<file path="src/rtl/stp_frame_controller_pkg.sv">
// Shared state encodings and default widths for the STP block-receive controller.
package stp_frame_controller_pkg;

    localparam int DEF_WIDTH            = 8;
    localparam int DEF_FRAME_SIZE_WIDTH = 8;
    localparam int DEF_COUNT_WIDTH      = 10;
    localparam int DEF_TIMEOUT_WIDTH    = 16;

    localparam logic [2:0] ST_IDLE       = 3'd0;
    localparam logic [2:0] ST_WAIT_START = 3'd1;
    localparam logic [2:0] ST_RECEIVE    = 3'd2;
    localparam logic [2:0] ST_END_BIT    = 3'd3;
    localparam logic [2:0] ST_FLUSH      = 3'd4;

endpackage

</file>
<file path="src/rtl/stp_out_reg.sv">
// One-entry valid/ready holding register; ovf flags a load that finds it full and not draining.
module stp_out_reg
    import stp_frame_controller_pkg::*;
#(
    parameter int WIDTH = DEF_WIDTH
) (
    input  logic             clk,
    input  logic             rst_n,
    input  logic             clr,
    input  logic             load,
    input  logic [WIDTH-1:0] load_data,
    input  logic             ready,
    output logic             valid,
    output logic [WIDTH-1:0] data,
    output logic             ovf
);

    assign ovf = load && valid && !ready;

    always_ff @(posedge clk or negedge rst_n) begin
        if (!rst_n) begin
            valid <= 1'b0;
            data  <= '0;
        end else if (clr) begin
            valid <= 1'b0;
        end else if (load && !ovf) begin
            // a load into a draining entry keeps valid high with the new word
            valid <= 1'b1;
            data  <= load_data;
        end else if (valid && ready) begin
            valid <= 1'b0;
        end
    end

endmodule

</file>
<file path="src/rtl/stp_frame_controller.sv">
// Sequences an external serial-to-parallel unit through start bit, N words and end bit,
// handing each word downstream through a one-entry valid/ready register.
module stp_frame_controller
    import stp_frame_controller_pkg::*;
#(
    parameter int WIDTH            = DEF_WIDTH,
    parameter int FRAME_SIZE_WIDTH = DEF_FRAME_SIZE_WIDTH,
    parameter int COUNT_WIDTH      = DEF_COUNT_WIDTH,
    parameter int TIMEOUT_WIDTH    = DEF_TIMEOUT_WIDTH
) (
    input  logic                        clk,
    input  logic                        rst_n,
    input  logic                        start,
    input  logic                        abort,
    input  logic [FRAME_SIZE_WIDTH-1:0] framesize,
    input  logic [COUNT_WIDTH-1:0]      word_count,
    input  logic [TIMEOUT_WIDTH-1:0]    timeout,
    input  logic                        serial_in,
    output logic                        stp_enable,
    output logic [FRAME_SIZE_WIDTH-1:0] stp_framesize,
    input  logic                        stp_complete,
    input  logic [WIDTH-1:0]            stp_parallel,
    output logic [WIDTH-1:0]            out_data,
    output logic                        out_valid,
    input  logic                        out_ready,
    output logic                        busy,
    output logic                        done,
    output logic                        timeout_err,
    output logic                        overflow_err,
    output logic                        end_err,
    output logic                        cfg_err
);

    logic [2:0]               state;
    logic [COUNT_WIDTH-1:0]   words_left;
    logic [TIMEOUT_WIDTH-1:0] to_q;
    logic [TIMEOUT_WIDTH-1:0] wait_cnt;
    logic                     cap;
    logic                     ovf;
    logic                     take;

    assign busy = (state != ST_IDLE);
    assign cap  = (state == ST_RECEIVE) && stp_complete;
    assign take = cap && !ovf;

    stp_out_reg #(.WIDTH(WIDTH)) u_out (
        .clk       (clk),
        .rst_n     (rst_n),
        .clr       (abort && busy),
        .load      (cap),
        .load_data (stp_parallel),
        .ready     (out_ready),
        .valid     (out_valid),
        .data      (out_data),
        .ovf       (ovf)
    );

    always_ff @(posedge clk or negedge rst_n) begin
        if (!rst_n) begin
            state         <= ST_IDLE;
            stp_enable    <= 1'b0;
            stp_framesize <= '0;
            words_left    <= '0;
            to_q          <= '0;
            wait_cnt      <= '0;
            done          <= 1'b0;
            timeout_err   <= 1'b0;
            overflow_err  <= 1'b0;
            end_err       <= 1'b0;
            cfg_err       <= 1'b0;
        end else begin
            done <= 1'b0;
            if (abort && busy) begin
                // abort drops the block silently; error flags are left for the host to inspect
                state      <= ST_IDLE;
                stp_enable <= 1'b0;
            end else begin
                case (state)
                    ST_IDLE: if (start && !abort) begin
                        stp_framesize <= framesize;
                        words_left    <= word_count;
                        to_q          <= timeout;
                        wait_cnt      <= '0;
                        timeout_err   <= 1'b0;
                        overflow_err  <= 1'b0;
                        end_err       <= 1'b0;
                        if (framesize == '0 || word_count == '0) begin
                            cfg_err <= 1'b1;
                            done    <= 1'b1;
                        end else begin
                            cfg_err <= 1'b0;
                            state   <= ST_WAIT_START;
                        end
                    end
                    ST_WAIT_START: begin
                        // start bit wins over a timeout expiring on the same cycle
                        if (!serial_in) begin
                            state      <= ST_RECEIVE;
                            stp_enable <= 1'b1;
                        end else if (to_q != '0 && wait_cnt >= to_q - TIMEOUT_WIDTH'(1)) begin
                            timeout_err <= 1'b1;
                            done        <= 1'b1;
                            state       <= ST_IDLE;
                        end else if (wait_cnt != '1) begin
                            wait_cnt <= wait_cnt + TIMEOUT_WIDTH'(1);
                        end
                    end
                    ST_RECEIVE: begin
                        if (cap && ovf) begin
                            overflow_err <= 1'b1;
                            stp_enable   <= 1'b0;
                            state        <= ST_FLUSH;
                        end else if (take) begin
                            if (words_left != '0)
                                words_left <= words_left - COUNT_WIDTH'(1);
                            if (words_left <= COUNT_WIDTH'(1)) begin
                                stp_enable <= 1'b0;
                                state      <= ST_END_BIT;
                            end
                        end
                    end
                    ST_END_BIT: begin
                        if (!serial_in)
                            end_err <= 1'b1;
                        state <= ST_FLUSH;
                    end
                    ST_FLUSH: if (!out_valid) begin
                        done  <= 1'b1;
                        state <= ST_IDLE;
                    end
                    default: state <= ST_IDLE;
                endcase
            end
        end
    end

endmodule

</file>
<file path="config.mk">
export PLATFORM = sky130hd
export DESIGN_NAME = stp_frame_controller
export DESIGN_NICKNAME = d
export VERILOG_FILES = /design/src/rtl/stp_frame_controller_pkg.sv /design/src/rtl/stp_out_reg.sv /design/src/rtl/stp_frame_controller.sv
export SDC_FILE = /design/constraint.sdc
export NUM_CORES = 1
export LEC_CHECK = 0
export BUFFER_PORTS_ARGS = -buffer_cell sky130_fd_sc_hd__buf_2
export CAP_MARGIN = 10
export CORE_MARGIN = 1
export CORE_UTILIZATION = 61
export DETAILED_ROUTE_END_ITERATION = 8
export PLACE_DENSITY = 0.93
export SETUP_SLACK_MARGIN = 0.4
export SYNTH_ARGS = -nofsm -noshare
export SYNTH_HDL_FRONTEND = slang
export SYNTH_HIERARCHICAL = 1
export SYNTH_SLANG_ARGS = --single-unit
</file>
<file path="constraint.sdc">
create_clock -name clk -period 8.12 [get_ports clk]
set_input_delay 2.436 -clock clk [delete_from_list [all_inputs] [get_ports clk]]
set_output_delay 2.436 -clock clk [all_outputs]
set_load 0.05 [all_outputs]
</file>
== Yosys cells after proc, flatten, opt, wreduce, memory -nomap -nowiden ==
Index checks and enable logic that the tools add are counted.

* $add $sub $neg: 3
* Muxes and demuxes: 43
* Eq/ne operators: 22
* Bitwise operators: 1
* Multiply operators: 0
* $lt $le $gt $ge: 2
* Divide/modulo/power cells: 0
* Reductions and logical operators: 33
* Shift-type cells: 0

{| class="wikitable"
|+ Operators with widths
! kind !! count
|-
| 16-bit 2-to-1 mux || 4
|-
| 10-bit 2-to-1 mux || 4
|-
| 16-bit one-hot mux with 2 select lines || 1
|-
| 3-bit 2-to-1 mux || 9
|-
| 10-bit one-hot mux with 2 select lines || 1
|-
| 1-bit 2-to-1 mux || 18
|-
| 6-bit AND reduction || 3
|-
| 16-bit by 1-bit adder with 16-bit output, second input constant || 1
|-
| 16-bit greater-or-equal comparator || 1
|-
| 16-bit != test, second input constant || 1
|-
| 2-bit != test, second input constant || 8
|-
| 16-bit nonzero test || 1
|-
| 16-bit by 1-bit subtractor with 16-bit output, second input constant || 1
|-
| 3-bit one-hot mux with 5 select lines || 1
|-
| 3-bit by 2-bit != test with 1-bit output, second input constant || 4
|-
| 4-bit AND reduction || 3
|-
| 10-bit by 1-bit less-or-equal comparator with 1-bit output, second input constant || 1
|-
| 10-bit zero test || 1
|-
| 10-bit nonzero test || 1
|-
| 10-bit by 1-bit subtractor with 10-bit output, second input constant || 1
|-
| 1-bit logical AND || 9
|-
| 3-bit nonzero test || 3
|-
| 8-bit zero test || 1
|-
| 1-bit one-hot mux with 2 select lines || 4
|-
| other kinds (16) || 22
|}

* Bits in latches: 0
* Word-level logic and storage cells: 117
* Memories kept: 0
* Memory bits (read-only): 0
* RAM bits: 0
* Flip-flop bits (word level): 68
* Input bits: 49
* Output and inout bits: 24

== Logic depth before layout (Yosys ltp) ==
* Depth in word-level cells: 10
* Gate-level depth with buffers: 14
* Gate-level depth less buffers: 13

== By module ==
Netlist, hierarchy kept.

{| class="wikitable"
|+ Modules (own cells, without submodules)
! module !! seq. area each (um^2) !! instances !! area an instance (um^2) !! cells an instance
|-
| stp_frame_controller || 1476.4 || 1 || 3718.6 || 439
|-
| stp_out_reg || 225.2 || 1 || 362.8 || 22
|}

== Worst setup path after synthesis ==
Ideal clock, no wire load.

* Path kind: input to register
* From: in stp_complete
* To: reg words_left[1]
* Data arrival time: 3655 ps
* Setup slack: 4338 ps
* Path buffers: 0
* Library setup time: 127 ps
* Stages: 7
* Required time: 7993 ps
* Cell sequence: and2_1 -> and2_2 -> nor2b_1 -> mux2i_1 -> a2111o_1 -> a211oi_1 -> a21oi_1

* Longest elaborated chain between the ends: 7
* Elaborated cells on any way between the ends: 9
* Classes of those cells: eq/ne (2); reduce/logical (7)

{| class="wikitable"
|+ Ends and longest elaborated chain
! item !! line !! text
|-
| start: declaration || stp_frame_controller.sv:21 || <nowiki>input logic stp_complete,</nowiki>
|-
| 1-bit logical AND * || stp_frame_controller.sv:43 || <nowiki>assign cap = (state == ST_RECEIVE) && stp_complete;</nowiki>
|-
| 1-bit logical AND * (2 in series) || stp_out_reg.sv:18 || <nowiki>assign ovf = load && valid && !ready;</nowiki>
|-
| named net ovf || stp_frame_controller.sv:39 || <nowiki>logic ovf;</nowiki>
|-
| 1-bit zero test || stp_frame_controller.sv:44 || <nowiki>assign take = cap && !ovf;</nowiki>
|-
| 1-bit logical AND || stp_frame_controller.sv:44 ||
|-
| 2-bit != test (no line) || n/a ||
|-
| 6-bit AND reduction (no line) * || n/a ||
|-
| end signal: assignment || stp_frame_controller.sv:81 || <nowiki>words_left <= word_count;</nowiki>
|-
| end signal: assignment || stp_frame_controller.sv:115 || <nowiki>words_left <= words_left - COUNT_WIDTH'(1);</nowiki>
|-
| end: declaration || stp_frame_controller.sv:35 || <nowiki>logic [COUNT_WIDTH-1:0] words_left;</nowiki>
|}

The timed path passes the listed nets; every way through them passes the cells marked *.
A chain may end at the register's enable or synchronous reset.

== Worst setup path after layout ==
* From: in stp_complete
* To: reg words_left[7]

* Longest elaborated chain between the ends: 7
* Elaborated cells on any way between the ends: 9
* Classes of those cells: eq/ne (2); reduce/logical (7)

{| class="wikitable"
|+ Ends and longest elaborated chain
! item !! line !! text
|-
| 1-bit logical AND * || stp_frame_controller.sv:43 ||
|-
| named net cap || stp_frame_controller.sv:38 || <nowiki>logic cap;</nowiki>
|-
| 1-bit logical AND * (2 in series) || stp_out_reg.sv:18 ||
|-
| named net ovf || stp_frame_controller.sv:39 ||
|-
| 1-bit zero test || stp_frame_controller.sv:44 ||
|-
| 1-bit logical AND || stp_frame_controller.sv:44 ||
|-
| 2-bit != test (no line) || n/a ||
|-
| 6-bit AND reduction (no line) * || n/a ||
|}

Marks and branches as above.

==> impl_metrics.ini <==
[placed_design]
place_ws_ns = 3.52
portBuffers = 72
dp.final_hpwl_mm = 6.87
dpl_cell_area_um2 = 4470
gp_congestion = 0.903

[critical_path]
path_class = in -> reg
critPathArrivalTime_ns = 4.54
r2r_cells = 13
end_kind = register
r2r_slack_ns = 3.88
cp_slowest_cell = a2111oi_2
critPathMaxStageDelay_ns = 0.90
worst_ep_required_time_ns = 8.35
crit_family = compound AO/OA/AOI/OAI gates
crit_buf_inv = 1
rr_startpoint = to_q[3]
worstReg2RegEnd = done
path_cells = buf_2, and2_1, and2_2, nor2b_1, mux2i_1, a2111oi_2, o21ai_0, a22o_1
crit_path_start_kind = input port
cp_max_fo = 12

[global_routing]
grt_pass1_vias = 3437
grt_antenna_before_repair = 0
track_usage_pct = 29.0
grt_overflow_total = 0
grt_max_degree = 69
grt_pass1_wl_mm = 16.3

[layout]
insertedDiodeCount = 0
final_area_um2 = 4690
drive_gt1_share_pct = 21.6
area.growth.synth_to_final_pct = 14.8
nets = 596
fillCellCount = 427

[sta]
worst_slew_pin_slew_ns = 1.19
fin_ws_ns = 3.81
fmax_mhz = 232
slew_viol_final = 0
slew_headroom_pct = 20.6
setup_viol = 0
hold_slack_ns = 0.473
final.min_clock_period_ns = 4.31
rsz0062_at_grt = false
skew_ns = 0.00485
post-route-period-util_pct = 53.1
tns_ns = 0
hold_viol_final = 0

[clock_tree]
post_cts_buffers = 0
cts_hold_buf = 0
cts_buffer_depth = 2
cts_max_level = 3
clock_sinks = 68
cts_buffers = 9
cts_resized = 0
cts-root-buf = clkbuf_8
cts.clk_slew.worst_paths_ns = 0.07
cts_tree = yes
clk_latency_ns = 0.34

[routing]
vias = 3854
drt_iter0_drc = 543
vias_per_cell = 6.33
wl_mm = 9.83
wl_per_cell_um = 16.1
drc = 0
dr.pass1.iters = 5
postRouteAntennaNets = 0

[logic_synthesis]
synth_top_cell_area_share_pct = 41.7
synth_common_cells = 99 x nand2_1, 68 x dfrtp_1, 31 x nor2_1
synth_edf_count = 0
synth_area_leaders = dfrtp_1 42%, nand2_1 9.1%, ha_1 6.1%, a21oi_1 2.9%, nor2_1 2.9%
syn_area_per_cell_um2 = 8.85
synthCells = 461
synthesis.nets = 530
netlist_area_um2 = 4080
yosysWarnings = 6
ys_ff_latch = 68
synth_flop_cell = dfrtp_1
yosysSeqAreaShare_pct = 41.7
yosysMostFrequentCell = nand2_1
synth_area_leader_cell = dfrtp_1
ys_types = 66
synthArstFlopShare_pct = 100

[floorplanning]
die_h_um = 83.8
fp.dieArea_um2 = 7020
floorplan.initialDensity_pct = 63.9
design.core.area_um2 = 6390
rows = 29
ios = 73
die_w_um = 83.8

[flow_run]
drv_cap = 0

[hold_path]
holdPathEnd = stp_framesize[7]
min_path_cells = 2
min_path_type = reg -> reg
min_from = stp_framesize[7]

[power]
p_leak_nw = 2.21
worst_ir_drop_vdd_mv = 0.228
powerDensity_nw_per_um2 = 277
p_total_mw = 1.30

[outcome]
status = complete, no violations
==> cell type report <==
| cell class | instances | area, µm² | share of cell area, % |
|---|---|---|---|
| flip-flops and latches | 68 | 1700 | 36.3 |
| clock inverters | 4 | 72.6 | 1.55 |
| multi-input cells | 365 | 2260 | 48.3 |
| repair buffers | 74 | 375 | 8.01 |
| inverters | 9 | 33.8 | 0.721 |
| well taps | 77 | 96.3 | 2.06 |
| clock buffers | 12 | 145 | 3.10 |
==> state kept, by name (all words and copies together), names as in the netlist, 3 cells and up <==
name and cells:
state 3, wait_cnt 16, stp_framesize 8, u_out/data 8, to_q 16, words_left 10
==> worst max-delay path by stage <==
| stage | from | to | slack, ns | cells past startpoint |
|---|---|---|---|---|
| after floorplan | stp_complete | words_left[1] | 4.34 | 7 |
| after global placement | stp_complete | words_left[7] | 3.57 | 8 |
| after detailed placement | stp_complete | words_left[7] | 3.52 | 8 |
| after CTS | stp_complete | words_left[7] | 3.86 | 8 |
| after global routing | to_q[2] | done | 3.55 | 13 |
| final | stp_complete | words_left[7] | 3.81 | 8 |
==> worst min-delay path: stages (launching register included) <==
cell	delay [ns]
dfrtp_1	0.34
nand2_1	0.05
nand2_1	0.05
==> cells by family after synthesis <==
group | count (synthesis) | synth area share, %
AND/OR/NAND/NOR | 225 | 27.8
XOR/XNOR | 14 | 3.00
buffers and inverters | 28 | 2.91
adder cells (fa/ha/maj) | 21 | 6.38
AO/OA/AOI/OAI | 94 | 15.3
flip-flops | 68 | 41.7
multiplexers | 11 | 2.97
==> power breakdown <==
part | leakage [nW] | switching, mW | internal (mW)
sequential | 0.870 | 0.0962 | 0.425
clock | 0.107 | 0.125 | 0.181
combinational | 1.24 | 0.310 | 0.163
==> stage by stage <==
stage               util [%]  instances
finish                  73.4        609
global route            73.4        609
CTS                     73.4        609
detailed placement      70.0        593
global placement        70.0        593
floorplan                  -        461
==> placed cells by master, fill, tap and decap left out, drive strengths merged, types with 10 or more instances in the layout <==
master	instances
ha	20
nand2	99
xnor2	10
nor2	32
clkbuf	12
o21ai	24
buf	74
dfrtp	68
a21oi	24
nand4	13
nor3	17
nand3	22
==> metal layers <==
metal	global-route usage, %	routed length [µm]	vias to the layer above
met3	4.55	784	30
met2	45.1	4520	230
met5	0	0	-
met1	41.1	4300	1808
met4	10.9	219	0
li1	-	-	1786
(Power assumes the default switching activity.)
